<file path="src/rtl/game_state_ctl_if.sv">
// Screen-selector package and the bundle between the game
// timing/input sources and game_state_ctl.
//   master: drives vblnk, mouse, player positions, buttons;
//           reads game_state, level_init, frame_cnt.
//   slave : the controller side (mirror of master).

package state_pkg;
   typedef enum logic [1:0] {
      START   = 2'b00,
      LEVEL_1 = 2'b01,
      FINISH  = 2'b10
   } g_state;
endpackage

interface game_state_ctl_if;
   import state_pkg::*;

   logic        vblnk;
   logic        mouse_left;
   logic [11:0] xpos_mouse;
   logic [11:0] ypos_mouse;
   logic [11:0] xpos_player1;
   logic [11:0] xpos_player2;
   logic [1:0]  button_pressed;
   g_state      game_state;
   logic        level_init;
   logic [7:0]  frame_cnt;

   modport master (
      output vblnk, mouse_left,
      output xpos_mouse, ypos_mouse,
      output xpos_player1, xpos_player2,
      output button_pressed,
      input  game_state, level_init, frame_cnt
   );

   modport slave (
      input  vblnk, mouse_left,
      input  xpos_mouse, ypos_mouse,
      input  xpos_player1, xpos_player2,
      input  button_pressed,
      output game_state, level_init, frame_cnt
   );
endinterface

</file>
<file path="src/rtl/game_state_ctl.sv">
// Game screen sequencer: START -> LEVEL_1 -> FINISH -> START.
// Ports: clk, rst (async active-low), gs (slave bundle:
//   vblnk, mouse, player x, floor buttons in; game_state,
//   level_init pulse, frame_cnt out). Changes land on vblnk rise.

module game_state_ctl
   import state_pkg::*;
#(
   parameter logic [11:0] START_X0      = 12'd412,
   parameter logic [11:0] START_X1      = 12'd612,
   parameter logic [11:0] START_Y0      = 12'd334,
   parameter logic [11:0] START_Y1      = 12'd434,
   parameter logic [11:0] EXIT_X        = 12'd960,
   parameter int unsigned HOLD_FRAMES   = 30,
   parameter int unsigned FINISH_FRAMES = 180
) (
   input  logic        clk,
   input  logic        rst,
   game_state_ctl_if.slave gs
);

   localparam logic [7:0] HOLD_LAST = 8'(HOLD_FRAMES - 1);
   localparam logic [7:0] FIN_LAST  = 8'(FINISH_FRAMES - 1);

   g_state     state_q, state_d;
   logic       vblnk_d_q, left_d_q;
   logic       click_pend_q, click_pend_d;
   logic [7:0] hold_cnt_q, hold_cnt_d;
   logic [7:0] frame_cnt_q, frame_cnt_d;
   logic       level_init_q, level_init_d;

   logic frame_tick, click, in_btn, hit, win_ok, chg;

   always_comb begin
      frame_tick = gs.vblnk & ~vblnk_d_q;
      click      = gs.mouse_left & ~left_d_q;
      in_btn     = (gs.xpos_mouse >= START_X0) &&
                   (gs.xpos_mouse <= START_X1) &&
                   (gs.ypos_mouse >= START_Y0) &&
                   (gs.ypos_mouse <= START_Y1);
      hit        = click & in_btn;
      win_ok     = (gs.xpos_player1 >= EXIT_X) &&
                   (gs.xpos_player2 >= EXIT_X) &&
                   (gs.button_pressed == 2'b11);
   end

   // Next state; an unknown encoding falls back to START at once.
   always_comb begin
      state_d = state_q;
      case (state_q)
         START: begin
            if (frame_tick && click_pend_q)
               state_d = LEVEL_1;
         end
         LEVEL_1: begin
            if (frame_tick && win_ok &&
                hold_cnt_q == HOLD_LAST)
               state_d = FINISH;
         end
         FINISH: begin
            if (frame_tick &&
                (click_pend_q || frame_cnt_q == FIN_LAST))
               state_d = START;
         end
         default: state_d = START;
      endcase
   end

   always_comb begin
      chg = (state_d != state_q);

      // A click on the tick cycle itself is dropped.
      click_pend_d = click_pend_q;
      if (click && (state_q == FINISH ||
                    (state_q == START && hit)))
         click_pend_d = 1'b1;
      if (frame_tick)
         click_pend_d = 1'b0;

      hold_cnt_d = hold_cnt_q;
      if (chg)
         hold_cnt_d = 8'd0;
      else if (frame_tick && state_q == LEVEL_1) begin
         if (!win_ok)
            hold_cnt_d = 8'd0;
         else if (hold_cnt_q != 8'hFF)
            hold_cnt_d = hold_cnt_q + 8'd1;
      end

      frame_cnt_d = frame_cnt_q;
      if (chg)
         frame_cnt_d = 8'd0;
      else if (frame_tick && frame_cnt_q != 8'hFF)
         frame_cnt_d = frame_cnt_q + 8'd1;

      level_init_d = chg && (state_d == LEVEL_1);
   end

   // Edge detectors reset high so levels held through
   // reset release never look like fresh edges.
   always_ff @(posedge clk or negedge rst) begin
      if (!rst) begin
         state_q      <= START;
         vblnk_d_q    <= 1'b1;
         left_d_q     <= 1'b1;
         click_pend_q <= 1'b0;
         hold_cnt_q   <= 8'd0;
         frame_cnt_q  <= 8'd0;
         level_init_q <= 1'b0;
      end else begin
         state_q      <= state_d;
         vblnk_d_q    <= gs.vblnk;
         left_d_q     <= gs.mouse_left;
         click_pend_q <= click_pend_d;
         hold_cnt_q   <= hold_cnt_d;
         frame_cnt_q  <= frame_cnt_d;
         level_init_q <= level_init_d;
      end
   end

   assign gs.game_state = state_q;
   assign gs.level_init = level_init_q;
   assign gs.frame_cnt  = frame_cnt_q;

endmodule

</file>
<file path="src/flat_wrapper.sv">
// flat-port wrapper written by rule: the top's interface ports become plain ports
module game_state_ctl_flat import state_pkg::*;
#(
   parameter logic [11:0] START_X0      = 12'd412,
   parameter logic [11:0] START_X1      = 12'd612,
   parameter logic [11:0] START_Y0      = 12'd334,
   parameter logic [11:0] START_Y1      = 12'd434,
   parameter logic [11:0] EXIT_X        = 12'd960,
   parameter int unsigned HOLD_FRAMES   = 30,
   parameter int unsigned FINISH_FRAMES = 180
)
  (clk, rst, gs_vblnk, gs_mouse_left, gs_xpos_mouse, gs_ypos_mouse, gs_xpos_player1, gs_xpos_player2, gs_button_pressed, gs_game_state, gs_level_init, gs_frame_cnt);
  game_state_ctl_if gs_i ();
  input  logic clk;
  input  logic rst;
  input wire logic [$bits(gs_i.vblnk)-1:0] gs_vblnk;
  input wire logic [$bits(gs_i.mouse_left)-1:0] gs_mouse_left;
  input wire logic [$bits(gs_i.xpos_mouse)-1:0] gs_xpos_mouse;
  input wire logic [$bits(gs_i.ypos_mouse)-1:0] gs_ypos_mouse;
  input wire logic [$bits(gs_i.xpos_player1)-1:0] gs_xpos_player1;
  input wire logic [$bits(gs_i.xpos_player2)-1:0] gs_xpos_player2;
  input wire logic [$bits(gs_i.button_pressed)-1:0] gs_button_pressed;
  output wire logic [$bits(gs_i.game_state)-1:0] gs_game_state;
  output wire logic [$bits(gs_i.level_init)-1:0] gs_level_init;
  output wire logic [$bits(gs_i.frame_cnt)-1:0] gs_frame_cnt;
  assign gs_i.vblnk = gs_vblnk;
  assign gs_i.mouse_left = gs_mouse_left;
  assign gs_i.xpos_mouse = gs_xpos_mouse;
  assign gs_i.ypos_mouse = gs_ypos_mouse;
  assign gs_i.xpos_player1 = gs_xpos_player1;
  assign gs_i.xpos_player2 = gs_xpos_player2;
  assign gs_i.button_pressed = gs_button_pressed;
  assign gs_game_state = gs_i.game_state;
  assign gs_level_init = gs_i.level_init;
  assign gs_frame_cnt = gs_i.frame_cnt;
  game_state_ctl #(.START_X0(START_X0), .START_X1(START_X1), .START_Y0(START_Y0), .START_Y1(START_Y1), .EXIT_X(EXIT_X), .HOLD_FRAMES(HOLD_FRAMES), .FINISH_FRAMES(FINISH_FRAMES)) u_core (.clk(clk), .rst(rst), .gs(gs_i));
endmodule
</file>
<file path="config.mk">
export PLATFORM = sky130hd
export DESIGN_NAME = game_state_ctl_flat
export DESIGN_NICKNAME = d
export VERILOG_FILES = /design/src/rtl/game_state_ctl_if.sv /design/src/rtl/game_state_ctl.sv /design/src/flat_wrapper.sv
export SDC_FILE = /design/constraint.sdc
export NUM_CORES = 1
export LEC_CHECK = 0
export ABC_AREA = 1
export BUFFER_PORTS_ARGS = -buffer_cell sky130_fd_sc_hd__buf_2
export CORE_MARGIN = 2
export CORE_UTILIZATION = 47
export CTS_CLUSTER_SIZE = 25
export DETAILED_ROUTE_END_ITERATION = 7
export PLACE_DENSITY = 0.83
export SLEW_MARGIN = 20
export SYNTH_ARGS = -nofsm -noshare
export SYNTH_HDL_FRONTEND = slang
export SYNTH_SLANG_ARGS = --single-unit
</file>
<file path="constraint.sdc">
create_clock -name clk -period 2 [get_ports clk]
set_clock_uncertainty 0.15 [all_clocks]
set_input_delay 0.2 -clock clk [delete_from_list [all_inputs] [get_ports clk]]
set_output_delay 0.2 -clock clk [all_outputs]
set_load 0.02 [all_outputs]
</file>
# [Yosys cells after proc, flatten, opt, wreduce, memory -nomap -nowiden]
# Cells that the tools add are included.
# Widths: inputs -> output; s select.
[word_totals] inputBits=54 regBits=22 out_inout_bits=11 elab_cells=63
[op_classes] n_eq_ne=10 muxes=12 order_cmp=6 bitwise=5 add_sub_neg=2 reduce_logical=21
[ops] cell="$mux 8" n=6
[ops] cell="$ge 12x10->1 const B" n=2
[ops] cell="$ge 12x9->1 const B" n=2
[ops] cell="$add 8x1->8 const B" n=2
[ops] cell="$ne 8x8->1 const B" n=2
[ops] cell="$logic_and 1x1->1" n=14
[ops] cell="$le 12x10->1 const B" n=1
[ops] cell="$le 12x9->1 const B" n=1
[ops] cell="$eq 8x5->1 const B" n=1
[ops] cell="$eq 8x8->1 const B" n=1
[ops] cell="$mux 2" n=3
[ops] cell="$pmux 2 s3" n=1
[ops] cell="$reduce_bool 2->1" n=3
[ops] cell="$eq 2x1->1 const B" n=2
[ops] cell="$eq 2x2->1 const B" n=2
[ops] cell="$and 1x1->1" n=3
[ops] cell="$ne 3x3->1 const B" n=1
[ops] cell="$logic_not 2->1" n=1
[ops] cell="$logic_or 1x1->1" n=2
[ops] cell="$mux 1" n=2
[ops] cell="$ne 2x2->1" n=1
[ops] cell="$not 1->1" n=2
[ops] cell="$reduce_and 2->1" n=1

# [Depth between registers and ports, before layout]
# Gate-level depths: netlist of run 1.
[logic_depth] ltp_word=10 depth_mapped=10 depth_no_buf=10

# [Least setup slack after synthesis of run 1]
# No wires, ideal clock.
[synth_path] kind="register to register" start="register u_core.frame_cnt_q[0], in the netlist u_core.gs.frame_cnt[0]" end="register u_core.frame_cnt_q[4], in the netlist u_core.gs.frame_cnt[4]" stages_incl_launch_ff=9 synth_period_minus_slack_ps=1708 path_buffers=0 setup_ps=118 arrival_ps=1440 slack_ps=292 required_time_ps=1732 cell_sequence="dfrtp_1 > ha_1 > nand3_1 > nor2_1 > nand2_1 > nand4_1 > nor2_1 > xor2_1 > nor2_1"
[synth_via] elab_chain_len=7 elab_cells_between_ends=12 classes_between="add/sub: 1; eq/ne: 3; mux: 4; reduce/logical: 4"
[synth_lines] item="start: declaration" line_no="game_state_ctl.sv:29" rtl="logic [7:0] frame_cnt_q, frame_cnt_d;"
[synth_lines] item="start signal: assignment" line_no="game_state_ctl.sv:116" rtl="frame_cnt_q <= frame_cnt_d;"
[synth_lines] item="$eq 8x8->1" line_no="game_state_ctl.sv:62" rtl="(click_pend_q || frame_cnt_q == FIN_LAST))"
[synth_lines] item="$logic_or 1x1->1" line_no="game_state_ctl.sv:62"
[synth_lines] item="$logic_and 1x1->1" line_no="game_state_ctl.sv:61" rtl="if (frame_tick &&"
[synth_lines] item="$mux 2" line_no="game_state_ctl.sv:61"
[synth_lines] item="$pmux 2 s3" line_no="game_state_ctl.sv:50" rtl="case (state_q)"
[synth_lines] item="$ne 2x2->1" line_no="game_state_ctl.sv:70" rtl="chg = (state_d != state_q);"
[synth_lines] item="$mux 8 / $reduce_bool 2->1 (equally long branches)"
# Several ways; a longest one is shown, not always the timed one. The select of a mux whose other input is x is not followed.
# A chain may end at the register's enable or synchronous reset.

# [Worst setup path in the final report of run 1]
[layout_path] start="input gs_vblnk" end="register u_core.hold_cnt_q[7]"
[layout_via] elab_chain_len=8 elab_cells_between_ends=15 classes_between="eq/ne: 2; mux: 5; bitwise: 1; reduce/logical: 7"
[layout_lines] item="start: declaration" line_no="flat_wrapper.sv:16" rtl="input wire logic [$bits(gs_i.vblnk)-1:0] gs_vblnk;"
[layout_lines] item="$and 1x1->1 *" line_no="game_state_ctl.sv:35" rtl="frame_tick = gs.vblnk & ~vblnk_d_q;"
[layout_lines] item="$logic_and 1x1->1 (2 in a row)" line_no="game_state_ctl.sv:56" rtl="if (frame_tick && win_ok &&"
[layout_lines] item="$mux 2" line_no="game_state_ctl.sv:56"
[layout_lines] item="$pmux 2 s3" line_no="game_state_ctl.sv:50"
[layout_lines] item="$ne 2x2->1" line_no="game_state_ctl.sv:70"
[layout_lines] item="$ne 3x3->1 (no line) / $reduce_bool 2->1 (equally long branches)"
[layout_lines] item="$reduce_and 2->1 (no line)"
[layout_lines] item="end signal: assignment" line_no="game_state_ctl.sv:115" rtl="hold_cnt_q <= hold_cnt_d;"
[layout_lines] item="end: declaration" line_no="game_state_ctl.sv:28" rtl="logic [7:0] hold_cnt_q, hold_cnt_d;"
# Every way passes the cells marked *; elsewhere a longest branch is shown, timed or not.

==> results.txt, run 1 <==
Status -> finished clean
I/O Pins -> 65
Net Sw Frac -> 0.292
Synth cell types -> 26
Setup slack at placement -> 0.242 ns
Post-Synthesis Cells -> 202
Initial antenna violation count -> 0
Leak pwr -> 0.960 nW
Worst hold start -> gs_xpos_mouse[8]
Crit-path max FO -> 15
Post-DP HPWL -> 2.29 mm
Final #Nets -> 318
Initial core utilization -> 0.486
Die Span Y -> 59.5 µm
Std-Cell Rows -> 20
Proportion of layout cells with a drive suffix above 1 -> 0.269
Combinational share of power -> 0.229
CP dominant cell by count -> nand3_1
Crit-path max cell delay -> 0.52 ns
Worst r2r src -> u_core.gs.frame_cnt[0]
Yosys warnings -> 0
Period minus WS final -> 1.81 ns
Commonest non-fill, non-tap cell in the layout -> buf_2
Routability cong. -> 0.897
Diode count -> 0
Clk buf depth -> 2
Hold Fails Final Rpt -> 0
DR pass1 iterations -> 4
PortBufs -> 52
CTS buffer count -> 3
Clk slew on worst S/H paths -> 0.13 ns
Switching pwr -> 321 µW
Worst-Skew Late Latency -> 0.32 ns
Syn_area_per_cell -> 7.16 µm²
Core region area -> 0.00298 mm²
Count of hold-fix buffers inserted at cts -> 3
First-pass GRT wire length -> 4.88 mm
R2R Path End -> u_core.gs.frame_cnt[6]
Max transition margin -> 0.682
Int Pwr -> 777 µW
Slew @ Worst Pin -> 0.478 ns
Syn_nets -> 259
DRT iter0 DRCs -> 32
Most frequent cells in the layout -> 52 x buf_2, 45 x nand2_1, 36 x nor2_1
Number of global-route vias before repair -> 1250
Synthesis-to-finish area growth -> 25.8%
CTS root buf -> clkbuf_4
Crit path DAT -> 1.85 ns
Post-route cell area -> 0.00182 mm²
Max cap viols -> 0
Startpoint Class -> input pin
Unrepaired setup endpoints after global routing -> false
Worst-path cell chain -> dlygate4sd3_1, buf_2, inv_1, nor2_4, nand3_1, nor2_1, nand3_1, nand2_1, nand2_2, nand2_4, a21oi_1
Slowest cell on crit path -> dlygate4sd3_1
Mapped cell area -> 0.00145 mm²
Final setup viols -> 0
Hold WC Path Type -> in2reg
Seq pwr share -> 0.458
Post-CTS Setup Bufs -> 0
Peak VDD IR -> 353 µV
Chip Width -> 59.5 µm
Clock share of power -> 0.313
Worst reg-to-reg path cell count -> 9
Clock sinks -> 22
Die area -> 0.00354 mm²
Post-CTS sizing -> 0
Htree depth -> 1
Final Cycle Share -> 0.903
Maximum number of pins on one net before global-route repair -> 23
CTS tree -> done
Seq/Total Area, Yosys -> 0.382
Vias/cell -> 4.90
Pwr/cell area -> 604 mW/mm²
CP required -> 2.05 ns
Placed cell areas -> 0.00174 mm²
WHS Endpoint -> u_core.click_pend_q
All-Layer GR Usage -> 0.176
Final wirelength -> 2.99 mm
Maximum clock frequency -> 0.554 GHz
Per-cell routed wire length -> 10.2 µm
Seq cells post-synth -> 22
Setup ws final -> 0.195 ns
Critical path capture point type -> register
Grt ovf -> 0
Final Max Tran Viols -> 0
WHS Path Cells -> 6
Detailed-route via count -> 1437
CP Class -> in2reg
Flop-to-flop setup slack -> 0.25 ns
Final TNS setup -> 0 ns
Antenna-violating nets left -> 0
DRC viols -> 0
==> registers in the layout (all words and copies together), names as in the netlist <==
name and cells:
u_core.click_pend_q 1, u_core.left_d_q 1, u_core.vblnk_d_q 1, u_core.gs.game_state 2, u_core.gs.frame_cnt 8, u_core.hold_cnt_q 8
u_core.gs.level_init 1
==> power groups by stage <==
stage / sequential, mW / clock, mW / combinational, mW
2_1_floorplan: 0.539 / 0 / 0.128
3_3_place_gp: 0.511 / 0 / 0.246
3_5_place_dp: 0.512 / 0 / 0.250
4_1_cts: 0.503 / 0.353 / 0.255
5_1_grt: 0.507 / 0.374 / 0.285
6_report: 0.503 / 0.344 / 0.251
==> worst max-delay path by stage <==
| stage | startpoint | to | depth (start not counted) |
|---|---|---|---|
| floorplan | u_core.gs.frame_cnt[0] | u_core.gs.frame_cnt[4] | 8 |
| global placement | u_core.gs.frame_cnt[0] | u_core.gs.frame_cnt[4] | 8 |
| detailed placement | u_core.gs.frame_cnt[0] | u_core.gs.frame_cnt[4] | 8 |
| CTS | gs_vblnk | u_core.hold_cnt_q[7] | 11 |
| global route | u_core.gs.frame_cnt[0] | u_core.gs.frame_cnt[7] | 10 |
| finish | gs_vblnk | u_core.hold_cnt_q[7] | 11 |
==> area by class of cell <==
class | count | area (µm²)
Inverter | 23 | 86.3
Sequential cell | 22 | 553
Clock inverter | 1 | 30.0
Fill cell | 267 | 1160
Timing Repair Buffer | 55 | 290
Multi-Input combinational cell | 156 | 796
Tap cell | 33 | 41.3
Clock buffer | 3 | 22.5
==> metal layers <==
layer	vias to the layer above	track usage	wire, µm
met5	-	0	0
met4	0	0.0487	40
met3	4	0.0131	134
met2	38	0.323	1410
met1	629	0.218	1410
li1	766	-	-
==> synth_stat cells (all sizes together) <==
library cell   n  share of area
a21oi         12          0.042
and3           1         0.0043
buf            1         0.0078
dfrtp         20           0.35
dfstp          2          0.036
ha             3          0.026
inv           23          0.060
nand2         50           0.15
nand3         30           0.10
nand3b         1         0.0052
nand4          3          0.017
nor2          38           0.11
nor3           2          0.015
o21a           1         0.0052
o21ai          6          0.029
or2            1         0.0043
xnor2          1         0.0061
xor2           7          0.042
==> worst max-delay path: cells and delay by family <==
family	cells	cell delay, ns
compound gates	1	0.07
simple gates	7	0.84
buf+inv	3	0.72
==> kinds of logic (layout without fill, tap and decap cells) <==
kind of cell / after synthesis / count (layout) / share of synthesized area
simple gates: 126 / 126 / 0.401
buf+inv: 24 / 82 / 0.0675
flops: 22 / 22 / 0.382
compound gates: 19 / 19 / 0.0753
xor+xnor: 8 / 8 / 0.0484
fa+ha+maj: 3 / 3 / 0.0260
==> per-stage QoR <==
stage	instances	hold slack [ns]	utilization	power, mW
floorplan	202	-0.246	-	0.668
global placement	286	0.0394	0.583	0.757
detailed placement	286	0.0441	0.583	0.761
CTS	293	0.115	0.611	1.11
global route	293	0.145	0.611	1.17
finish	293	0.113	0.611	1.10
No activity file was read; power rests on OpenSTA's default activity.
==> run 2: changes to the inputs <==
--- a/config.mk
+++ b/config.mk
@@ -11,6 +11,7 @@
 export CORE_UTILIZATION = 47
 export CTS_CLUSTER_SIZE = 25
 export DETAILED_ROUTE_END_ITERATION = 7
+export GPL_TIMING_DRIVEN = 0
 export PLACE_DENSITY = 0.83
 export SLEW_MARGIN = 20
 export SYNTH_ARGS = -nofsm -noshare
==> results.txt, run 2 (synthesis results as in run 1) <==
DRT iter0 DRCs -> 30 (-6.3%)
Met2 Use GR -> 0.303 (-0.0204)
Commonest non-fill, non-tap cell in the layout -> buf_2
Busiest grt layer -> met2
Unrepaired setup endpoints after global routing -> false
Non-filler cells, final -> 295 (+0.68%)
Clk slew on worst S/H paths -> 0.12 ns (about the same)
Seq pwr share -> 0.493 (+0.035)
Clock sinks -> 22 (unchanged)
Crit path DAT -> 1.89 ns (+0.04 ns)
Std-Cell Rows -> 20 (unchanged)
Post-route cell area -> 0.00182 mm² (+0.14%)
Placed cell areas -> 0.00175 mm² (+0.65%)
Critical path capture point type -> register
Pwr/cell area -> 560 mW/mm² (-7.2%)
Layout Utilization -> 0.612 (+0.000841)
Max transition margin -> 0.674 (-0.00768)
PortBufs -> 52 (unchanged)
Diode count -> 0 (unchanged)
Chip Width -> 59.5 µm (unchanged)
Combinational share of power -> 0.260 (+0.031)
CTS tree -> done
Per-cell routed wire length -> 10.6 µm (+3.3%)
Hold Fails Final Rpt -> 0 (unchanged)
Die Span Y -> 59.5 µm (unchanged)
Final setup viols -> 0 (unchanged)
Peak VDD IR -> 368 µV (+4.2%)
CTS root buf -> clkbuf_4
Die area -> 0.00354 mm² (unchanged)
Core region area -> 0.00298 mm² (unchanged)
Antenna-violating nets left -> 0 (unchanged)
Final Max Tran Viols -> 0 (unchanged)
Int Pwr -> 693 µW (-11%)
CP Class -> in2reg
Final wirelength -> 3.11 mm (+4.0%)
Leak pwr -> 0.965 nW (+0.45%)
Grt ovf -> 0 (unchanged)
CP required -> 2.10 ns (+0.05 ns)
Period minus WS final -> 1.79 ns (-0.0165 ns)
Htree depth -> 1 (unchanged)
Net Sw Frac -> 0.321 (+0.0283)
Hold WC Path Type -> in2reg
Switching pwr -> 327 µW (+1.9%)
Worst-Skew Late Latency -> 0.31 ns (about the same)
I/O Pins -> 65 (unchanged)
Max cap viols -> 0 (unchanged)
Synthesis-to-finish area growth -> 26.0%
Post-CTS sizing -> 0 (unchanged)
Maximum clock frequency -> 0.559 GHz (+0.92%)
Clk buf depth -> 2 (unchanged)
Startpoint Class -> input pin
Routability cong. -> 0.908 (+1.3%)
Clock share of power -> 0.247 (-0.066)
Final #Nets -> 320 (+0.63%)
Proportion of layout cells with a drive suffix above 1 -> 0.275 (+0.00558)
Dpl cells -> 287 (+0.35%)
DR pass1 iterations -> 4 (unchanged)
CTS buffer count -> 3 (unchanged)
Post-DP HPWL -> 2.41 mm (+5.0%)
Initial antenna violation count -> 0 (unchanged)
Vias/cell -> 5.03 (+2.5%)
Pwr Total -> 1.02 mW (-7.1%)
First-pass GRT wire length -> 4.91 mm (+0.55%)
Final TNS setup -> 0 ns (unchanged)
Number of global-route vias before repair -> 1230 (-1.6%)
Met1 usage -> 0.238 (+0.0200)
DRC viols -> 0 (unchanged)
Crit-path max FO -> 10 (-5)
All-Layer GR Usage -> 0.181 (+0.00486)
Initial core utilization -> 0.486 (unchanged)
Fill count -> 277 (+3.7%)
Most frequent cells in the layout -> 52 x buf_2, 45 x nand2_1, 36 x nor2_1
Status -> finished clean
Maximum number of pins on one net before global-route repair -> 23 (unchanged)
Detailed-route via count -> 1483 (+3.2%)
Final Cycle Share -> 0.894 (-0.00823)
Slew @ Worst Pin -> 0.489 ns (+0.0115 ns)
Global Route met3 Usage -> 0.0153 (+0.00218)
[run 2: area by class of cell]
type | instances | area (µm²) | area share
Buffer | 1 | 11.3 | 0.00618
Clock buffer | 4 | 36.3 | 0.0199
Inverter | 23 | 86.3 | 0.0474
Multi-Input combinational cell | 156 | 796 | 0.437
Sequential cell | 22 | 553 | 0.304
Tap cell | 33 | 41.3 | 0.0227
Timing Repair Buffer | 56 | 298 | 0.163
[run 2: through the flow]
stage | hold slack, ns | worst slack [ns]
finish | 0.117 | 0.211
global route | 0.161 | 0.0387
CTS | 0.117 | 0.144
detailed placement | 0.0426 | 0.280
global placement | 0.0373 | 0.250
floorplan | -0.246 | 0.292
[run 2: per-layer routing]
metal,routed length (µm),part of all wire
met5,0,0
met1,1410,0.45
met3,170,0.055
met4,49,0.016
met2,1490,0.48
[run 2: path summary, 6_finish.rpt]
check,start,to,slack (ns),cells after the start
min in group asynchronous,rst,u_core.hold_cnt_q[3],0.21,2
worst max register to register,u_core.gs.frame_cnt[0],u_core.gs.frame_cnt[4],0.26,8
worst min-delay path,gs_xpos_mouse[8],u_core.click_pend_q,0.12,6
worst max-delay path,gs_vblnk,u_core.gs.frame_cnt[1],0.21,11
max in group asynchronous,rst,u_core.left_d_q,1.13,2
worst min register to register,u_core.gs.game_state[0],u_core.gs.level_init,0.35,1
[run 2: what timing repair did]
item / CTS / global route
hold buffers: 3 / 0
setup buffers: 0 / 1
endpoints found under the setup margin: 0 / 1
hold endpoints to repair: 22 / 0
[run 2: power groups by stage]
| stage | combinational (mW) | sequential, mW | clock [mW] |
|---|---|---|---|
| finish | 0.265 | 0.503 | 0.252 |
| global route | 0.294 | 0.509 | 0.277 |
| CTS | 0.266 | 0.504 | 0.259 |
| detailed placement | 0.262 | 0.511 | 0 |
| global placement | 0.254 | 0.511 | 0 |
| floorplan | 0.128 | 0.539 | 0 |
[run 2: worst max-delay path, stage by stage]
cell and delay (ns):
dlygate4sd3_1 0.54, buf_2 0.13, inv_1 0.14, nor2_4 0.06, buf_4 0.16, nand2_1 0.07
nand3_1 0.09, nand2_1 0.14, nand2_4 0.10, buf_6 0.15, a21oi_1 0.12
